File: config.mk
export PLATFORM = sky130hd
export DESIGN_NAME = frv_mem_arbiter
export DESIGN_NICKNAME = d
export VERILOG_FILES = /design/src/rtl/frv_mem_arbiter_pkg.sv /design/src/rtl/frv_mem_arb_idfifo.sv /design/src/rtl/frv_mem_arbiter.sv
export SDC_FILE = /design/constraint.sdc
export NUM_CORES = 1
export LEC_CHECK = 0
export BUFFER_PORTS_ARGS = -buffer_cell sky130_fd_sc_hd__buf_2
export CAP_MARGIN = 20
export CORE_AREA = 3 3 111 113
export DETAILED_ROUTE_END_ITERATION = 16
export DIE_AREA = 0 0 114 116
export SLEW_MARGIN = 40
export SYNTH_ARGS = -nofsm -noshare
export SYNTH_HDL_FRONTEND = slang
export SYNTH_SLANG_ARGS = --single-unit
File: constraint.sdc
create_clock -name g_clk -period 5.3 [get_ports g_clk]
set_input_delay 1.06 -clock g_clk [delete_from_list [all_inputs] [get_ports g_clk]]
set_output_delay 1.06 -clock g_clk [all_outputs]
set_load 0.1 [all_outputs]
File: src/rtl/frv_mem_arbiter_pkg.sv
// Shared constants for the two-master memory arbiter: requester IDs,
// requester count and the ID width carried through the outstanding-ID FIFO.
package frv_mem_arbiter_pkg;

   localparam int ARB_NREQ = 2;
   localparam int ARB_ID_W = 1;

   localparam logic [ARB_ID_W-1:0] ARB_ID_IMEM = 1'b0;
   localparam logic [ARB_ID_W-1:0] ARB_ID_DMEM = 1'b1;

   typedef logic [ARB_ID_W-1:0] arb_id_t;

   // Pointer width for a FIFO of the given depth; never zero so depth 1 still has a pointer.
   function automatic int arb_ptr_w(input int depth);
      return (depth > 1) ? $clog2(depth) : 1;
   endfunction

endpackage

File: src/rtl/frv_mem_arb_idfifo.sv
// In-order FIFO of requester IDs for granted-but-unanswered transactions.
// The owner guarantees no push while full and no pop while empty.
module frv_mem_arb_idfifo
   import frv_mem_arbiter_pkg::*;
#(
   parameter int DEPTH = 2
) (
   input  logic    clk,
   input  logic    reset,
   input  logic    push,
   input  logic    pop,
   input  arb_id_t din,
   output logic    full,
   output logic    empty,
   output arb_id_t head
);

   localparam int PTR_W = arb_ptr_w(DEPTH);
   localparam int CNT_W = $clog2(DEPTH + 1);

   arb_id_t            mem_r [DEPTH];
   logic [PTR_W-1:0]   wr_ptr_r;
   logic [PTR_W-1:0]   rd_ptr_r;
   logic [CNT_W-1:0]   count_r;

   // Pointer advance with explicit wrap so non-power-of-two pointer ranges stay in bounds.
   function automatic logic [PTR_W-1:0] ptr_next(input logic [PTR_W-1:0] p);
      return (p == PTR_W'(DEPTH - 1)) ? {PTR_W{1'b0}} : p + PTR_W'(1);
   endfunction

   // Storage, pointers and occupancy count.
   always_ff @(posedge clk) begin
      if (reset) begin
         for (int i = 0; i < DEPTH; i++) begin
            mem_r[i] <= ARB_ID_IMEM;
         end
         wr_ptr_r <= {PTR_W{1'b0}};
         rd_ptr_r <= {PTR_W{1'b0}};
         count_r  <= {CNT_W{1'b0}};
      end else begin
         if (push) begin
            mem_r[wr_ptr_r] <= din;
            wr_ptr_r        <= ptr_next(wr_ptr_r);
         end
         if (pop) begin
            rd_ptr_r <= ptr_next(rd_ptr_r);
         end
         case ({push, pop})
            2'b10:   count_r <= count_r + CNT_W'(1);
            2'b01:   count_r <= count_r - CNT_W'(1);
            default: count_r <= count_r;
         endcase
      end
   end

   assign full  = (count_r == CNT_W'(DEPTH));
   assign empty = (count_r == {CNT_W{1'b0}});
   assign head  = mem_r[rd_ptr_r];

endmodule

File: src/rtl/frv_mem_arbiter.sv
// Shares one memory port between the imem and dmem masters, holding the
// selected requester until granted and routing responses back in grant order.
module frv_mem_arbiter
   import frv_mem_arbiter_pkg::*;
#(
   parameter int MAX_OUTSTANDING = 2,
   parameter int DMEM_PRIORITY   = 1
) (
   input  logic        g_clk,
   input  logic        g_reset,
   input  logic [1:0]  rq_req,
   input  logic [1:0]  rq_wen,
   input  logic [7:0]  rq_strb,
   input  logic [63:0] rq_wdata,
   input  logic [63:0] rq_addr,
   output logic [1:0]  rq_gnt,
   output logic [1:0]  rq_recv,
   input  logic [1:0]  rq_ack,
   output logic        rq_error,
   output logic [31:0] rq_rdata,
   output logic        mem_req,
   output logic        mem_wen,
   output logic [3:0]  mem_strb,
   output logic [31:0] mem_wdata,
   output logic [31:0] mem_addr,
   input  logic        mem_gnt,
   input  logic        mem_recv,
   output logic        mem_ack,
   input  logic        mem_error,
   input  logic [31:0] mem_rdata,
   output logic        arb_err
);

   localparam logic FIXED_PRIO = (DMEM_PRIORITY != 32'sd0);

   arb_id_t    sel_s;
   arb_id_t    head_s;
   logic       full_s;
   logic       empty_s;
   logic       accept_s;
   logic       pop_s;
   logic [1:0] rq_recv_s;
   logic       mem_ack_s;
   logic       lock_r;
   arb_id_t    lock_id_r;
   arb_id_t    rr_last_r;
   logic       arb_err_r;

   // Winner selection; a held lock freezes the choice until the grant.
   always_comb begin
      sel_s = ARB_ID_IMEM;
      if (lock_r) begin
         sel_s = lock_id_r;
      end else if (rq_req == 2'b11) begin
         if (FIXED_PRIO) begin
            sel_s = ARB_ID_DMEM;
         end else begin
            sel_s = ~rr_last_r;
         end
      end else if (rq_req[1]) begin
         sel_s = ARB_ID_DMEM;
      end else begin
         sel_s = ARB_ID_IMEM;
      end
   end

   // Zero-latency payload forwarding from the selected requester.
   always_comb begin
      mem_wen   = rq_wen[0];
      mem_strb  = rq_strb[3:0];
      mem_wdata = rq_wdata[31:0];
      mem_addr  = rq_addr[31:0];
      case (sel_s)
         ARB_ID_DMEM: begin
            mem_wen   = rq_wen[1];
            mem_strb  = rq_strb[7:4];
            mem_wdata = rq_wdata[63:32];
            mem_addr  = rq_addr[63:32];
         end
         default: begin
            mem_wen   = rq_wen[0];
            mem_strb  = rq_strb[3:0];
            mem_wdata = rq_wdata[31:0];
            mem_addr  = rq_addr[31:0];
         end
      endcase
   end

   assign mem_req  = (|rq_req) & ~full_s & ~g_reset;
   assign accept_s = mem_req & mem_gnt;

   // Grant strobe to the selected requester only.
   always_comb begin
      rq_gnt = 2'b00;
      if (accept_s) begin
         rq_gnt[sel_s] = 1'b1;
      end else begin
         rq_gnt = 2'b00;
      end
   end

   // Response steering; with nothing outstanding the response is drained.
   always_comb begin
      rq_recv_s = 2'b00;
      mem_ack_s = 1'b0;
      if (g_reset) begin
         rq_recv_s = 2'b00;
         mem_ack_s = 1'b0;
      end else if (empty_s) begin
         mem_ack_s = 1'b1;
      end else begin
         rq_recv_s[head_s] = mem_recv;
         mem_ack_s         = rq_ack[head_s];
      end
   end

   assign rq_recv  = rq_recv_s;
   assign mem_ack  = mem_ack_s;
   assign pop_s    = mem_recv & mem_ack_s & ~empty_s;
   assign rq_rdata = mem_rdata;
   assign rq_error = mem_error;
   assign arb_err  = arb_err_r & ~g_reset;

   // Lock, round-robin history and sticky protocol-error flag.
   always_ff @(posedge g_clk) begin
      if (g_reset) begin
         lock_r    <= 1'b0;
         lock_id_r <= ARB_ID_IMEM;
         rr_last_r <= ARB_ID_IMEM;
         arb_err_r <= 1'b0;
      end else begin
         if (accept_s) begin
            lock_r    <= 1'b0;
            rr_last_r <= sel_s;
         end else if (mem_req && !lock_r) begin
            lock_r    <= 1'b1;
            lock_id_r <= sel_s;
         end else begin
            lock_r    <= lock_r;
         end
         if (mem_recv && empty_s) begin
            arb_err_r <= 1'b1;
         end else begin
            arb_err_r <= arb_err_r;
         end
      end
   end

   frv_mem_arb_idfifo #(
      .DEPTH (MAX_OUTSTANDING)
   ) u_idfifo (
      .clk   (g_clk),
      .reset (g_reset),
      .push  (accept_s),
      .pop   (pop_s),
      .din   (sel_s),
      .full  (full_s),
      .empty (empty_s),
      .head  (head_s)
   );

endmodule

==> flow_metrics.tcl, run 1 <==
set metrics [dict create \
    clk_root_buffer_cell "clkbuf_16" \
    grtUsageTotal 0.0791 \
    fillers 1262 \
    syn_nets 343 \
    cts.clk_slew.worst_paths_ns 0.04 \
    htreeDepth 1 \
    tns_ns 0 \
    max_freq_mhz 279 \
    fp.dieH_um 116 \
    p_sw_mw 0.507 \
    fin_crit_ns 3.59 \
    grt_antenna_before_repair 1 \
    dr.pass1.iters 4 \
    finalHoldViolCount 0 \
    antenna_left 0 \
    setup_viol 0 \
    synth_cell_types 28 \
    layout.cells.non_filler 490 \
    leakage_nw 1.39 \
    wl_um 6460 \
    cap_viol_max_count 0 \
    crit_path_start "g_reset" \
    ys_seq_area_frac 0.136 \
    regArea_um2 220 \
    worstPathMaxFanout 15 \
    insertion_delay_ns 0.23 \
    cts_tree "built" \
    grt_overflow 0 \
    post_drt_wl_per_cell_um 13.2 \
    clockPowerShare 0.161 \
    pre_cts_slack_ns 1.71 \
    worstPathRequired_ns 4.24 \
    drv_slew 0 \
    worst_pin_slew_ns 0.510 \
    yosysWarnings 0 \
    portBuffers 221 \
    worstPathArrival_ns 2.53 \
    hold_start "arb_err_r$_SDFFE_PP0P_" \
    final_layout_size_suffix_gt1_frac 0.870 \
    seq_power_share 0.106 \
    ioPinCount 288 \
    place_area_mm2 0.00259 \
    fp.dieW_um 114 \
    coreArea_mm2 0.0114 \
    fin_util 0.234 \
    maxSlewHeadroom 0.657 \
    reg2reg_from "u_idfifo.mem_r[1]$_SDFFCE_PN0P_" \
    avgSynthCellArea_um2 9.91 \
    ys_seq_elements 10 \
    nNetsFinal 528 \
    cts_resized 0 \
    dp_hpwl_um 5880 \
    grt_first_pass_wirelength_um 8380 \
    rsz0062_at_grt "false" \
    p_int_mw 0.318 \
    ir_drop_mv 0.169 \
    layout_setup_ws_ns 1.71 \
    areaGrowthSynthToFinish_pct 65.3 \
    die-area_mm2 0.0132 \
    drt_iter0_drc 23 \
    numCtsBuffers 3 \
    syn_area_mm2 0.00162 \
    ctsHoldBuffers 0 \
    outcome "completed" \
    share_comb_of_total_power 0.733 \
    grt_pass1_vias 1773 \
    final_cell_area_mm2 0.00267 \
    drc 0 \
    post_cts_buffers 0 \
    hold_path.class "reg2reg" \
    cts.sinks 10 \
    cp-end-kind "output pin" \
    powerDensity_mw_per_mm2 309 \
    skew_ns 0.00282 \
    worstSetupStartpointType "primary input" \
    whs_ns 0.458 \
    dp_cells 486 \
    clockBufferDepth 2 \
    via_per_inst 3.84 \
    initial_utilization 0.141 \
    fp-row-count 39 \
    diodes 0 \
    gp_congestion 0.661 \
    multiInputGateArea_mm2 0.00107 \
    synthCells 163 \
    vias 1884 \
    grt_max_degree 72 \
    swShare 0.615 \
    crit_type "in2out" \
    fin_crit_sh 0.676 \
    power.total_mw 0.825 \
]
## final cells by class
type                    count  area share
well taps                 143      0.0670
clock buffers               4      0.0295
flip-flops and latches     10      0.0825
multi-input cells         111       0.399
repair buffers            222       0.422
## synthesized netlist by cell type (all sizes together)
master | number | share of area
a21bo | 1 | 0.0062
a21oi | 6 | 0.019
a31o | 1 | 0.0054
and2 | 1 | 0.0039
and2b | 1 | 0.0054
buf | 41 | 0.21
clkbuf | 1 | 0.0023
dfxtp | 8 | 0.099
edfxtp | 2 | 0.037
ha | 1 | 0.0077
mux2 | 69 | 0.48
mux2i | 3 | 0.021
nand3 | 1 | 0.0031
nand3b | 1 | 0.0046
nor2 | 10 | 0.028
nor2b | 3 | 0.013
nor3 | 2 | 0.0062
o21ai | 3 | 0.0093
o21bai | 1 | 0.0046
or2 | 1 | 0.0039
or3 | 2 | 0.0077
or4b | 1 | 0.0085
xnor2 | 1 | 0.0054
xor2 | 2 | 0.011
## path summary, 6_finish.rpt
check	endpoint	slack, ns	depth (start not counted)
worst max register to register	u_idfifo.count_r[1]$_SDFFE_PP0P_	3.29	6
worst max-delay path	rq_gnt[0]	1.71	4
worst min-delay path	arb_err_r$_SDFFE_PP0P_	0.46	2
worst min register to register	arb_err_r$_SDFFE_PP0P_	0.46	2
## critical path, stage by stage
cell     delay [ns]
buf_2          0.18
or4b_4         0.63
and2b_2        0.24
buf_2          0.42
## layer usage
| layer | routed length [µm] | global-route usage | vias up |
|---|---|---|---|
| li1 | - | - | 915 |
| met1 | 2250 | 0.0848 | 823 |
| met2 | 3420 | 0.151 | 129 |
| met3 | 702 | 0.0230 | 15 |
| met4 | 67 | 0.0214 | 2 |
| met5 | 20 | 0 | - |
## cell usage in the layout (no fill, tap or decap)
| cell | instances |
|---|---|
| a21bo_2 | 1 |
| nor2_1 | 9 |
| and2b_2 | 1 |
| or3_1 | 2 |
| nand3_1 | 1 |
| mux2i_4 | 1 |
| buf_2 | 221 |
| clkbuf_16 | 3 |
| buf_12 | 1 |
| nor2b_2 | 1 |
| nor2_4 | 1 |
| o21bai_1 | 1 |
| nor3_1 | 2 |
| a21oi_1 | 6 |
| a31o_2 | 1 |
| o21ai_0 | 3 |
| edfxtp_1 | 2 |
| mux2i_1 | 2 |
| or4b_4 | 1 |
| nand3b_1 | 1 |
| nor2b_1 | 2 |
| mux2_2 | 69 |
| xor2_1 | 2 |
| xnor2_1 | 1 |
| clkbuf_1 | 1 |
| or2_2 | 1 |
| and2_1 | 1 |
| ha_1 | 1 |
| dfxtp_1 | 8 |
## cell families (layout without fill, tap and decap cells)
logic type               count (synthesis)  in the layout  share of synthesized area
buffers and inverters                   42            226                      0.209
multiplexers                            72             72                      0.502
AO/OA/AOI/OAI                           12             12                     0.0442
XOR/XNOR                                 3              3                     0.0163
AND/OR/NAND/NOR                         23             23                     0.0844
adder cells (fa/ha/maj)                  1              1                    0.00774
flip-flops                              10             10                      0.136
## power by group through the flow
stage	registers [mW]	logic [mW]	clock network [mW]
after floorplan	0.0875	0.626	0
after global placement	0.0887	0.603	0
after detailed placement	0.0888	0.607	0
after CTS	0.0877	0.608	0.136
after global routing	0.0882	0.625	0.142
final	0.0876	0.604	0.133
## sequential cells by signal, summed over array words and instances (netlist names), named ones only
signal and cells:
lock_id_r 1, u_idfifo.count_r 2, u_idfifo.wr_ptr_r 1, arb_err_r 1
u_idfifo.rd_ptr_r 1, u_idfifo.mem_r 2, lock_r 1
Note: power is estimated with default switching activity, not from simulation.
==> run 2: changes to the inputs <==
- CORE_AREA: 3 3 111 113 -> 3 3 112 114
- DIE_AREA: 0 0 114 116 -> 0 0 115 117
- clock period: 5.3 -> 3.5 ns (I/O delays scaled with it)
==> flow_metrics.tcl, run 2 (synthesis results as in run 1) <==
set metrics [dict create \
    powerDensity_mw_per_mm2 466 \
    areaGrowthSynthToFinish_pct 65.3 \
    outcome "completed" \
    slowest_delay_ns 0.62 \
    post_drt_wl_per_cell_um 12.0 \
    finalHoldViolCount 0 \
    cts.clk_slew.worst_paths_ns 0.04 \
    layout.cells.non_filler 491 \
    cts_tree "built" \
    dp_hpwl_um 5160 \
    vias 1916 \
    cp_top_family "simple AND/OR/NAND/NOR gates" \
    pre_cts_slack_ns 0.623 \
    maxSlewHeadroom 0.664 \
    setup_viol 0 \
    wl_um 5880 \
    gp_congestion 0.666 \
    ir_drop_mv 0.183 \
    slowest_stage "or4b_4" \
    skew_ns 0.00298 \
    layout_setup_ws_ns 0.629 \
    cts.sinks 10 \
    insertion_delay_ns 0.23 \
    worstSetupStartpointType "primary input" \
    grtUsageTotal 0.0663 \
    drc 0 \
    grt_pass1_vias 1671 \
    via_per_inst 3.90 \
    worstPathRequired_ns 2.80 \
    layout_common_cells "buf_2, mux2_2, nor2_1" \
    worstPathMaxFanout 15 \
    clk_root_buffer_cell "clkbuf_16" \
    worst_path_most_repeated_cell "buf_2" \
    cts_resized 0 \
    portBuffers 221 \
    power.total_mw 1.24 \
    crit_type "in2out" \
    numCtsBuffers 3 \
    worst_pin_slew_ns 0.508 \
    cp-end-kind "output pin" \
    antenna_left 0 \
    final_layout_size_suffix_gt1_frac 0.874 \
    initial_utilization 0.140 \
    fin_crit_sh 0.820 \
    final_common_cell "buf_2" \
    cp_cell_sequence "buf_2, or4b_4, and2b_2, buf_2" \
    rsz0062_at_grt "false" \
    ctsHoldBuffers 0 \
    cap_viol_max_count 0 \
    tns_ns 0 \
    worstPathArrival_ns 2.17 \
    worst-path-buf-inv 2 \
    dp_cells 487 \
    max_freq_mhz 348 \
    htreeDepth 1 \
    diodes 0 \
    top_regs "u_idfifo.count_r: 2 flops, u_idfifo.mem_r: 2 flops" \
    fp.dieH_um 117 \
    drv_slew 0 \
    hold_path.class "reg2reg" \
    grt_overflow 0 \
    die-area_mm2 0.0135 \
    ioPinCount 288 \
    drt_iter0_drc 24 \
    post_cts_buffers 0 \
    grt_first_pass_wirelength_um 7210 \
    fp.dieW_um 115 \
    coreArea_mm2 0.0115 \
    grt_max_degree 37 \
    nNetsFinal 529 \
    leakage_nw 1.39 \
    dr.pass1.iters 4 \
    fp-row-count 39 \
    fin_crit_ns 2.87 \
    clockBufferDepth 2 \
    grt_antenna_before_repair 0 \
]
run 2: cell count changes in the layout (fill, tap and decap cells not counted), sizes merged:
cell    delta
clkbuf     -1
buf        +1
clkinv     +1
run 2: worst register-to-register path, cell delays in order, from the launching register on:
cell and delay (ns):
dfxtp_1 0.43, nor2b_2 0.08, or4b_4 0.58, ha_1 0.34, or3_1 0.35, a21oi_1 0.14
run 2: stage by stage:
step	hold WS (ns)	utilization	area [µm²]
6_report	0.457	0.232	2670
5_1_grt	0.514	0.232	2670
4_1_cts	0.468	0.232	2670
3_5_place_dp	0.459	0.225	2590
3_3_place_gp	0.449	0.225	2590
2_1_floorplan	0.429	-	1620
run 2: layout make-up:
cell class	count	area, µm²
Multi-Input combinational cell	111	1070
Timing Repair Buffer	223	1120
Clock inverter	1	3.75
Sequential cell	10	220
Clock buffer	3	75.1
Tap cell	143	179
Fill cell	1231	8850
run 2: power by group:
part | switching [mW] | internal, mW | total (mW)
logic | 0.710 | 0.202 | 0.911
clock network | 0.0499 | 0.149 | 0.199
registers | 0.00679 | 0.126 | 0.133
run 2: metal layers:
layer / up-vias / wire, µm / track usage
li1: 913 / - / -
met1: 857 / 2080 / 0.0738
met2: 140 / 3060 / 0.128
met3: 6 / 696 / 0.0159
met4: 0 / 45 / 0.0125
met5: - / 0 / 0
run 2: worst paths after layout:
kind                                    start                          endpoint  slack (ns)  cells after the start
min                    arb_err_r$_SDFFE_PP0P_            arb_err_r$_SDFFE_PP0P_        0.46                      2
min reg2reg            arb_err_r$_SDFFE_PP0P_            arb_err_r$_SDFFE_PP0P_        0.46                      2
max reg2reg  u_idfifo.count_r[0]$_SDFFE_PP0P_  u_idfifo.count_r[1]$_SDFFE_PP0P_        1.51                      5
max                                   g_reset                         rq_gnt[0]        0.63                      4
==> run 3: changes to the inputs <==
- CORE_AREA: 3 3 112 114 -> 3 3 109 111
- DIE_AREA: 0 0 115 117 -> 0 0 112 114
- clock period: 3.5 -> 2.4 ns (I/O delays scaled with it)
==> flow_metrics.tcl, run 3 (synthesis results as in run 1) <==
set metrics [dict create \
    outcome "completed" \
    worstSetupStartpointType "flip-flop" \
    final_layout_size_suffix_gt1_frac 0.883 \
    pre_cts_slack_ns 0.0826 \
    top_regs "u_idfifo.count_r: 2 flops, u_idfifo.mem_r: 2 flops" \
    whs_ns 0.461 \
    worst_pin_slew_ns 0.490 \
    initial_utilization 0.148 \
    wl_um 7410 \
    hold_start "arb_err_r$_SDFFE_PP0P_" \
    dr.pass1.iters 4 \
    cts.sinks 10 \
    numCtsBuffers 3 \
    nNetsFinal 532 \
    cp-end-kind "output pin" \
    power.total_mw 1.84 \
    leakage_nw 1.49 \
    worstPathArrival_ns 1.89 \
    fin_crit_ns 2.37 \
    vias 2013 \
    ir_drop_mv 0.337 \
    rsz0062_at_grt "true" \
    drt_iter0_drc 62 \
    drv_slew 0 \
    post_drt_wl_per_cell_um 15.1 \
    cts_tree "built" \
    htreeDepth 1 \
    fp.dieH_um 114 \
    tns_ns 0 \
    final_common_cell "buf_2" \
    via_per_inst 4.10 \
    grt_max_degree 50 \
    slowest_delay_ns 0.40 \
    hold_path.class "reg2reg" \
    layout_setup_ws_ns 0.0273 \
    antenna_left 0 \
    worst-path-buf-inv 3 \
    ioPinCount 288 \
    skew_ns 0.00343 \
    p_int_mw 0.694 \
    crit_type "reg2out" \
    diodes 0 \
    clockPowerShare 0.095 \
    layout_common_cells "buf_2, mux2_2, buf_4" \
    coreArea_mm2 0.0109 \
    dp_cells 485 \
    fp.dieW_um 112 \
    worstPathMaxFanout 23 \
    drc 0 \
    grt_first_pass_wirelength_um 9830 \
    die-area_mm2 0.0128 \
    grtUsageTotal 0.0958 \
    cp_cell_sequence "mux2i_4, buf_12, buf_12, mux2_2, clkbuf_4" \
    powerDensity_mw_per_mm2 620 \
    worst_path_most_repeated_cell "buf_12" \
    finalHoldViolCount 0 \
    cp_top_family "multiplexers" \
    grt_antenna_before_repair 1 \
    insertion_delay_ns 0.24 \
    areaGrowthSynthToFinish_pct 83.5 \
    seq_power_share 0.105 \
    cap_viol_max_count 0 \
    grt_overflow 0 \
    maxSlewHeadroom 0.676 \
    gp_congestion 0.785 \
    swShare 0.622 \
    fp-row-count 38 \
    dp_hpwl_um 6260 \
    cts.clk_slew.worst_paths_ns 0.04 \
    fin_crit_sh 0.989 \
    layout.cells.non_filler 491 \
    setup_viol 0 \
    crit_path_start "lock_r$_SDFFE_PP0N_" \
    portBuffers 221 \
    clockBufferDepth 2 \
    clk_root_buffer_cell "clkbuf_8" \
    grt_pass1_vias 1955 \
    max_freq_mhz 421 \
    p_sw_mw 1.14 \
    worstPathRequired_ns 1.92 \
    share_comb_of_total_power 0.800 \
    slowest_stage "dfxtp_1" \
]
[run 3: changes by cell type in the layout (fill, tap and decap cells not counted), sizes merged]
cell / delta
buf: -5
clkbuf: +8
[run 3: layout make-up]
| cell class | instances | area [µm²] |
|---|---|---|
| Fill cell | 1147 | 7920 |
| Timing Repair Buffer | 226 | 1440 |
| Multi-Input combinational cell | 111 | 1080 |
| Sequential cell | 10 | 220 |
| Tap cell | 140 | 175 |
| Clock buffer | 3 | 41.3 |
| Clock inverter | 1 | 3.75 |
[run 3: layer usage]
layer  track usage  wire, µm  vias up
li1              -         -      923
met1         0.114      2700      928
met2         0.160      3650      144
met3        0.0424       943       16
met4        0.0200       106        2
met5             0        13        -
[run 3: power groups by stage]
stage               clock network, mW  logic, mW  registers, mW
floorplan                           0       1.39          0.193
global placement                    0       1.39          0.196
detailed placement                  0       1.40          0.196
CTS                             0.179       1.45          0.193
global route                    0.188       1.51          0.194
finish                          0.175       1.47          0.193
[run 3: final timing paths]
path                                           end  slack (ns)  cells after the start
hold / removal              arb_err_r$_SDFFE_PP0P_        0.46                      2
hold reg to reg             arb_err_r$_SDFFE_PP0P_        0.46                      2
setup reg to reg  u_idfifo.count_r[1]$_SDFFE_PP0P_        0.32                      6
setup / recovery                      mem_wdata[7]        0.03                      5
[run 3: worst reg2reg max path: stages, from the launching register on]
cell and delay [ns]:
dfxtp_1 0.32, mux2i_1 0.36, mux2i_1 0.40, nor2_1 0.08, ha_1 0.34, or3_1 0.36, a21oi_1 0.14
[run 3: repair_timing]
item | in CTS | in global routing
pin swaps | 0 | 0
gates resized for setup | 44 | 17
endpoints found under the setup margin | 44 | 44
hold buffers | 0 | 0
cloned | 0 | 1
buffers inserted | 0 | 1
[run 3: metrics by stage]
stage | cell area, µm² | utilization
5_1_grt | 2960 | 0.272
3_5_place_dp | 2730 | 0.251
2_1_floorplan | 1630 | -
6_report | 2960 | 0.272
4_1_cts | 2890 | 0.265
3_3_place_gp | 2730 | 0.251
